### src/rtl/even_parity_gen.sv
// Even-parity generator/checker: combinational parity of data_in, a registered
// {data, parity} word for the link, and a receive-side checker with saturating error count.
module even_parity_gen #(
  parameter int DATA_W    = 8,
  parameter int ERR_CNT_W = 16
) (
  input  logic                 clk,
  input  logic                 rst,
  input  logic [DATA_W-1:0]    data_in,
  input  logic                 in_valid,
  output logic                 parity,
  output logic [DATA_W:0]      data_out,
  output logic                 out_valid,
  input  logic [DATA_W:0]      chk_in,
  input  logic                 chk_valid,
  output logic                 chk_err,
  output logic [ERR_CNT_W-1:0] err_count
);

  // XOR reduction; a leading zero pad lets one helper serve both data and received words.
  function automatic logic odd_ones_f(input logic [DATA_W:0] word);
    odd_ones_f = ^word;
  endfunction

  logic                 data_par_s;
  logic                 chk_bad_s;
  logic                 cnt_sat_s;
  logic [DATA_W:0]      data_out_r;
  logic                 out_valid_r;
  logic                 chk_err_r;
  logic [ERR_CNT_W-1:0] err_count_r;

  assign data_par_s = odd_ones_f({1'b0, data_in});
  assign chk_bad_s  = odd_ones_f(chk_in);
  assign cnt_sat_s  = &err_count_r;

  assign parity    = data_par_s;
  assign data_out  = data_out_r;
  assign out_valid = out_valid_r;
  assign chk_err   = chk_err_r;
  assign err_count = err_count_r;

  // Generate path: capture {data, parity} when in_valid, otherwise hold the word.
  always_ff @(posedge clk) begin
    if (rst) begin
      data_out_r  <= '0;
      out_valid_r <= 1'b0;
    end else if (in_valid) begin
      data_out_r  <= {data_in, data_par_s};
      out_valid_r <= 1'b1;
    end else begin
      data_out_r  <= data_out_r;
      out_valid_r <= 1'b0;
    end
  end

  // Check path: flag odd words and count them, pinning the counter at all-ones.
  always_ff @(posedge clk) begin
    if (rst) begin
      chk_err_r   <= 1'b0;
      err_count_r <= '0;
    end else if (chk_valid) begin
      chk_err_r <= chk_bad_s;
      if (chk_bad_s && !cnt_sat_s) begin
        err_count_r <= err_count_r + ERR_CNT_W'(1);
      end else begin
        err_count_r <= err_count_r;
      end
    end else begin
      chk_err_r   <= 1'b0;
      err_count_r <= err_count_r;
    end
  end

endmodule

### config.mk
export PLATFORM = sky130hd
export DESIGN_NAME = even_parity_gen
export DESIGN_NICKNAME = d
export VERILOG_FILES = /design/src/rtl/even_parity_gen.sv
export SDC_FILE = /design/constraint.sdc
export NUM_CORES = 1
export LEC_CHECK = 0
export BUFFER_PORTS_ARGS = -buffer_cell sky130_fd_sc_hd__buf_2
export CORE_ASPECT_RATIO = 0.6
export CORE_MARGIN = 5
export CORE_UTILIZATION = 40
export DETAILED_ROUTE_END_ITERATION = 10
export PLACE_DENSITY = 0.66
export SKIP_CTS_REPAIR_TIMING = 1
export SYNTH_ARGS = -nofsm -noshare
export SYNTH_HDL_FRONTEND = slang
export SYNTH_SLANG_ARGS = --single-unit
### constraint.sdc
create_clock -name clk -period 3 [get_ports clk]
set_clock_uncertainty 0.1 [all_clocks]
set_input_delay 0.15 -clock clk [delete_from_list [all_inputs] [get_ports clk]]
set_output_delay 0.15 -clock clk [all_outputs]
set_load 0.01 [all_outputs]
==> results of run 1 <==
synthesized netlist by cell type:
| cell type | instances |
|---|---|
| ha_1 | 1 |
| and4b_1 | 1 |
| nand2_1 | 7 |
| nor2b_1 | 9 |
| nand3b_1 | 1 |
| nand3_1 | 4 |
| and3_1 | 1 |
| nor3b_2 | 1 |
| buf_4 | 1 |
| mux2i_1 | 10 |
| and2_1 | 1 |
| mux2_1 | 1 |
| xnor2_2 | 1 |
| nor3b_1 | 1 |
| buf_6 | 1 |
| o21ai_0 | 1 |
| xnor3_2 | 1 |
| xor2_1 | 1 |
| or4_1 | 6 |
| a21oi_1 | 7 |
| nand2b_1 | 2 |
| nor3_1 | 1 |
| or3_1 | 1 |
| nor4bb_1 | 1 |
| nor2_1 | 20 |
| nor4b_1 | 4 |
| mux2_2 | 7 |
| inv_1 | 2 |
| xnor2_1 | 11 |
| and4_1 | 3 |
| nor4_1 | 1 |
| dfxtp_1 | 27 |
| clkbuf_1 | 7 |
| o41ai_1 | 1 |
| o31ai_1 | 5 |
| nand4_1 | 5 |
layout make-up:
cell class	count	area share, %
clock inverters	1	0.4295
inverters	2	0.4295
well taps	45	3.221
multi-input cells	117	48.03
repair buffers	50	14.60
clock buffers	3	2.362
flip-flops and latches	27	30.92
metal layers:
layer  global-route usage [%]  vias to the layer above  wire (um)
li1                         -                      643          -
met1                    16.71                      600       1462
met5                        0                        -          0
met2                    24.25                       30       1637
met4                    3.282                        0         30
met3                    4.094                        4        201
through the flow:
stage | cell area [um^2] | hold WS (ps)
detailed placement | 1699 | 321.5
floorplan | 1433 | 197.6
global placement | 1699 | 310.9
CTS | 1748 | 32.22
global route | 1748 | 31.01
finish | 1748 | 36.38
cells in the final DEF, fill, tap and decap left out, drive strengths merged, types with 2 or more instances in the layout:
cell	Yosys	routed
buf	2	50
dfxtp	27	27
nor2	20	20
xnor2	12	12
mux2i	10	10
nor2b	9	9
mux2	8	8
a21oi	7	7
nand2	7	7
or4	6	6
nand4	5	5
o31ai	5	5
nand3	4	4
nor4b	4	4
and4	3	3
clkbuf	7	3
inv	2	2
nand2b	2	2
nor3b	2	2
worst min-delay path, delay by kind of cell:
family,cells,cell delay (ps)
mux,1,60
simple gates,1,70
buf+inv,1,90
registers in the layout (all words and copies together), names as in the netlist:
signal	cells
err_count	16
data_out	9
chk_err	1
out_valid	1
worst max-delay path by stage:
stage | start | to | slack (ps) | cells past startpoint
5_1_grt | err_count[0]$_SDFFE_PP0P_ | err_count[3]$_SDFFE_PP0P_ | 630 | 7
4_1_cts | err_count[0]$_SDFFE_PP0P_ | err_count[3]$_SDFFE_PP0P_ | 820 | 7
3_5_place_dp | chk_in[2] | err_count[13]$_SDFFE_PP0P_ | 790 | 7
6_report | err_count[0]$_SDFFE_PP0P_ | err_count[3]$_SDFFE_PP0P_ | 820 | 7
2_1_floorplan | err_count[0]$_SDFFE_PP0P_ | err_count[11]$_SDFFE_PP0P_ | 930 | 7
3_3_place_gp | chk_in[2] | err_count[13]$_SDFFE_PP0P_ | 890 | 7
cell families after synthesis:
family,count (synthesis),share of synthesized area (%)
and+or+nand+nor,70,28.30
DFF,27,37.73
muxes,18,13.28
AOI/OAI and AO/OA,14,6.026
xor gates and xnor gates,14,10.13
buffers and inverters,11,3.669
adders and majority gates,1,0.8732
power by group:
group / switching [uW] / internal [uW]
logic: 105 / 86.4
registers: 12.1 / 375
clock network: 114 / 94.3
==> summary.md, run 1 <==
| Metric | Value |
|---|---|
| Status | finished, final reports clean |
| RSZ-0062 raised after global routing | no |
| Least-Margin Pin Slew | around 600 ps |
| Top-area cell type share of the netlist area | ~38% |
| CTS tree | done |
| Num CTS Buffers | 3 |
| Synth cell types | 36 |
| Final WS setup | slightly above 800 ps |
| Post-DP HPWL | 2599 um |
| Max-Slew Margin vs Limit | 60.06% |
| Register area | 540.5 um^2 |
| Post-Layout Cell Count | 245 |
| Vias in the first global route | roughly 1300 |
| Multi-input logic area | around 840 um^2 |
| Reg2Reg Launch Point | err_count[0]$_SDFFE_PP0P_ |
| HP Start | data_in[0] |
| Pin count of the biggest net entering global routing | 37 |
| Die width | slightly below 90 um |
| Post-synthesis instance area | between 1000 and 1500 um^2 |
| Worst slack, placed | around 790 ps |
| Layout cells sized above 1 | approximately a third |
| Clock Root Buffer | clkbuf_8 |
| Via density | approximately 5.2 |
| Routed WL | about 3300 um |
| Max-cap violations | 0 |
| Critical path peak fanout | 11 |
| Synth Instances | 155 |
| GP Congestion | 0.8599 |
| Fin. Hold Viols | 0 |
| Placed Cells | 241 |
| 1st-iter DRT viols | 45 |
| Worst Path Buf+Inv | 1 |
| Die Y | about 56 um |
| Std cell rows | 16 |
| Routed wire per std cell | 13.60 um |
| Syn_nets | approximately 180 |
| Starting density of the core | approximately 43% |
| P per Cell Area | approximately 450 nW/um^2 |
| Clock Path Buffers | 2 |
| Crit-path max cell delay | about 380 ps |
| GRT overflow | 0 |
| Synthesis Warnings | 0 |
| Hold Path Stages | 3 |
| Worst hold path endpoint | data_out[1]$_SDFFE_PP0P_ |
| Syn-to-layout area delta | 22.01% |
| Highest Clock Rate | 459.6 MHz |
| R2r endpoint | err_count[3]$_SDFFE_PP0P_ |
| Vias | between 1000 and 1500 |
| Detailed Routing Iterations Pass 1 | 4 |
| DRC Markers | 0 |
| Startpoint types | flip-flop |
| Mean post-synth cell area | approximately 9.2 um^2 |
| Worst Hold Class | in2reg |
| Power, Total | 787.2 uW |
| Worst setup EP type | flip-flop |
| Initial antenna violation count | 0 |
| Worst-path clk slew | roughly 90 ps |
| Synth area leader | dfxtp_1 |
| Nets | approximately 220 |
| Clock sink count | 27 |
| Crit path DAT | roughly 2300 ps |
| Worst reg2reg setup slack | 820 ps |
| First-pass GRT wire length | between 5000 and 6000 um |
| Total track usage | 13.92% |
| Max Slew Vio Count | 0 |
| Critical Path RT | 3070 ps |
| LEAKAGE | between 0.0007 and 0.0008 uW |
| Fin util | a little over half |
| Top Family by Delay on Critical Path | simple AND/OR/NAND/NOR gates |
| Number of I/O port buffers | between 40 and 50 |
| Fin crit share | 72.53% |
| Clk Latency, worst-skew pair | roughly 270 ps |
| Crit path time final | between 2000 and 2500 ps |
| # fillers | between 300 and 400 |
| Fin Setup TNS | 0 ps |
| Critical path's slowest cell | nor4b_1 |
| Maximum VDD drop | 214.3 uV |
| Worst R2R Path Depth | 7 |
| DRT antenna net count | 0 |
| Post-synthesis sequential element count | 27 |
| Htree depth | 1 |
| Post-synthesis sequential area ratio | a little under two fifths |
| Critical path class | reg2reg |
| DIE AREA | between 4000 and 5000 um^2 |
| Area contributors post-synth | dfxtp_1, mux2i_1, xnor2_1 |
| Final setup viols | 0 |
| I/O Pins | 49 |
| Crit path cell chain | ha_1 > and4_1 > nand4_1 > nor3_1 > buf_4 > nor4b_1 > mux2_2 |
| Ant. Diodes | 0 |
| Core ar. | ~3300 um^2 |
Note: power is estimated with default switching activity, not from simulation.
==> run 2, diff against run 1 <==
- PLACE_DENSITY: 0.66 -> 0.69
- clock period: 3 -> 2 ns (I/O delays scaled with it)
==> summary.md, run 2 (synthesis gave the netlist of run 1 again) <==
| Metric | Value |
|---|---|
| Final setup viols | 0 (unchanged) |
| DRC Markers | 0 (unchanged) |
| 1st-iter DRT viols | 76 (was 45) |
| Final WS setup | 29.82 ps (was 824.1 ps) |
| Worst slack, placed | -530.3 ps (was 790.5 ps) |
| Max-cap violations | 0 (unchanged) |
| GRT overflow | 0 (unchanged) |
| Flop pwr share | 44.9% (was 49.2%) |
| Starting density of the core | 42.85% (unchanged) |
| LEAKAGE | 0.0009126 uW (was 0.0007538 uW) |
| Clock Root Buffer | clkbuf_8 (unchanged) |
| Core ar. | 3343 um^2 (unchanged) |
| Vias in the first global route | 1273 (was 1259) |
| Critical path peak fanout | 7 (was 11) |
| Power share of the clock group | 23.8% (was 26.5%) |
| Worst Path Buf+Inv | 1 (unchanged) |
| Top Family by Delay on Critical Path | simple AND/OR/NAND/NOR gates (unchanged) |
| Worst-path clk slew | 90 ps (about the same) |
| Vias | 1422 (was 1277) |
| Worst Hold Class | in2reg (unchanged) |
| Post-layout instance area | 2006 um^2 (was 1748 um^2) |
| Most frequent cells in the layout | buf_2, dfxtp_1, buf_4 (was buf_2, dfxtp_1, nor2_1) |
| First-pass GRT wire length | 5940 um (was 5575 um) |
| Number of I/O port buffers | 48 (unchanged) |
| Detailed Routing Iterations Pass 1 | 4 (unchanged) |
| Maximum VDD drop | 350.7 uV (was 214.3 uV) |
| Critical path class | reg2reg (unchanged) |
| Routed WL | 3894 um (was 3331 um) |
| Part of the power in combinational logic | 31.3% (was 24.3%) |
| Syn-to-layout area delta | 40.00% (was 22.01%) |
| Violated checks | negative hold slack |
| Die width | 87.26 um (unchanged) |
| Initial antenna violation count | 0 (unchanged) |
| Clock sink count | 27 (unchanged) |
| P_int | 905.2 uW (was 555.8 uW) |
| Least-Margin Pin Slew | 603.7 ps (was 599.1 ps) |
| Worst setup EP type | flip-flop (unchanged) |
| Total track usage | 14.79% (was 13.92%) |
| Via density | 5.286 (was 5.212) |
| Num CTS Buffers | 3 (unchanged) |
| Layout cells sized above 1 | 42.86% (was 32.00%) |
| Die Y | 56.36 um (unchanged) |
| Routed wire per std cell | 14.48 um (was 13.60 um) |
| GP Congestion | 0.8101 (was 0.8599) |
| Critical Path RT | 2070 ps (was 3070 ps) |
| Crit path time final | 1970 ps (was 2176 ps) |
| Critical path's slowest cell | mux2_2 (was nor4b_1) |
| Htree depth | 1 (unchanged) |
| P per Cell Area | 638.5 nW/um^2 (was 450.4 nW/um^2) |
| DP Area | 1869 um^2 (was 1699 um^2) |
| Pin count of the biggest net entering global routing | 37 (unchanged) |
| Fin. Hold Viols | 2 (was 0) |
| Max-Slew Margin vs Limit | 59.75% (was 60.06%) |
| Crit path cell chain | ha_1 > and4_1 > nand4_1 > nor3_4 > buf_4 > nor4b_2 > mux2_2 (was ha_1 > and4_1 > nand4_1 > nor3_1 > buf_4 > nor4b_1 > mux2_2) |
| Clk Latency, worst-skew pair | 270 ps (about the same) |
| Status | complete, but fails checks (was finished, final reports clean) |
| DRT antenna net count | 0 (unchanged) |
| Fin Hold WS | -8.896 ps (was 36.38 ps) |
| Std cell rows | 16 (unchanged) |
| Clock Path Buffers | 2 (unchanged) |
| Max reg flops | 16 (unchanged) |
| DIE AREA | 4918 um^2 (unchanged) |
| CTS tree | done (unchanged) |
| # fillers | 288 (was 325) |
| Fin Setup TNS | 0 ps (unchanged) |
| Crit path DAT | 2040 ps (was 2250 ps) |
| Nets | 247 (was 223) |
| Startpoint types | flip-flop (unchanged) |
| Max Slew Vio Count | 0 (unchanged) |
| Most common cell after layout, fill and taps aside | buf_2 (unchanged) |
| Crit-path max cell delay | 360 ps (was 380 ps) |
| Switching share of power | 29.32% (was 29.39%) |
| Fin crit share | 98.51% (was 72.53%) |
| Highest Clock Rate | 507.6 MHz (was 459.6 MHz) |
| NetSw | 375.4 uW (was 231.4 uW) |
| Ant. Diodes | 0 (unchanged) |
| Post-DP HPWL | 2899 um (was 2599 um) |
| I/O Pins | 49 (unchanged) |
[run 2: metal layers]
layer / global-route usage (%) / vias to the layer above / wire length (um)
met5: 0 / - / 0
met4: 2.407 / 0 / 17
met3: 5.263 / 2 / 255
met2: 23.50 / 45 / 1946
met1: 19.51 / 681 / 1675
li1: - / 694 / -
[run 2: stage by stage]
step | utilization (%) | power (uW) | instances
finish | 59.99 | 1281 | 269
global route | 59.99 | 1345 | 269
CTS | 57.26 | 1271 | 266
detailed placement | 55.91 | 969.2 | 262
global placement | 55.91 | 954.2 | 262
floorplan | - | 811.7 | 155
[run 2: layout make-up]
type | count | area (um^2) | area share [%]
Clock buffer | 4 | 45.04 | 2.246
Tap cell | 45 | 56.30 | 2.807
Timing Repair Buffer | 74 | 447.9 | 22.33
Inverter | 2 | 7.507 | 0.3743
Sequential cell | 27 | 543.0 | 27.07
Multi-Input combinational cell | 117 | 905.9 | 45.17
[run 2: power by group through the flow]
stage                     clock (uW)  sequential [uW]  combinational (uW)
after global routing             336              578                 431
after global placement             0              586                 369
after CTS                        312              574                 384
final                            305              575                 400
after floorplan                    0              604                 208
after detailed placement           0              587                 383
[run 2: path summary, 6_finish.rpt]
| kind | depth (start not counted) | slack (ps) | from | end |
|---|---|---|---|---|
| max reg2reg | 7 | 30 | err_count[0]$_SDFFE_PP0P_ | err_count[6]$_SDFFE_PP0P_ |
| min | 3 | -9 | data_in[1] | data_out[2]$_SDFFE_PP0P_ |
| min reg2reg | 2 | 400 | data_out[6]$_SDFFE_PP0P_ | data_out[6]$_SDFFE_PP0P_ |
| max | 7 | 30 | err_count[0]$_SDFFE_PP0P_ | err_count[6]$_SDFFE_PP0P_ |
[run 2: worst register-to-register path, delay by kind of cell (launching register included)]
kind | cells | cell delay (ps)
adders and majority gates | 1 | 190
and+or+nand+nor | 4 | 710
muxes | 1 | 360
buffers and inverters | 1 | 170
DFF | 1 | 330
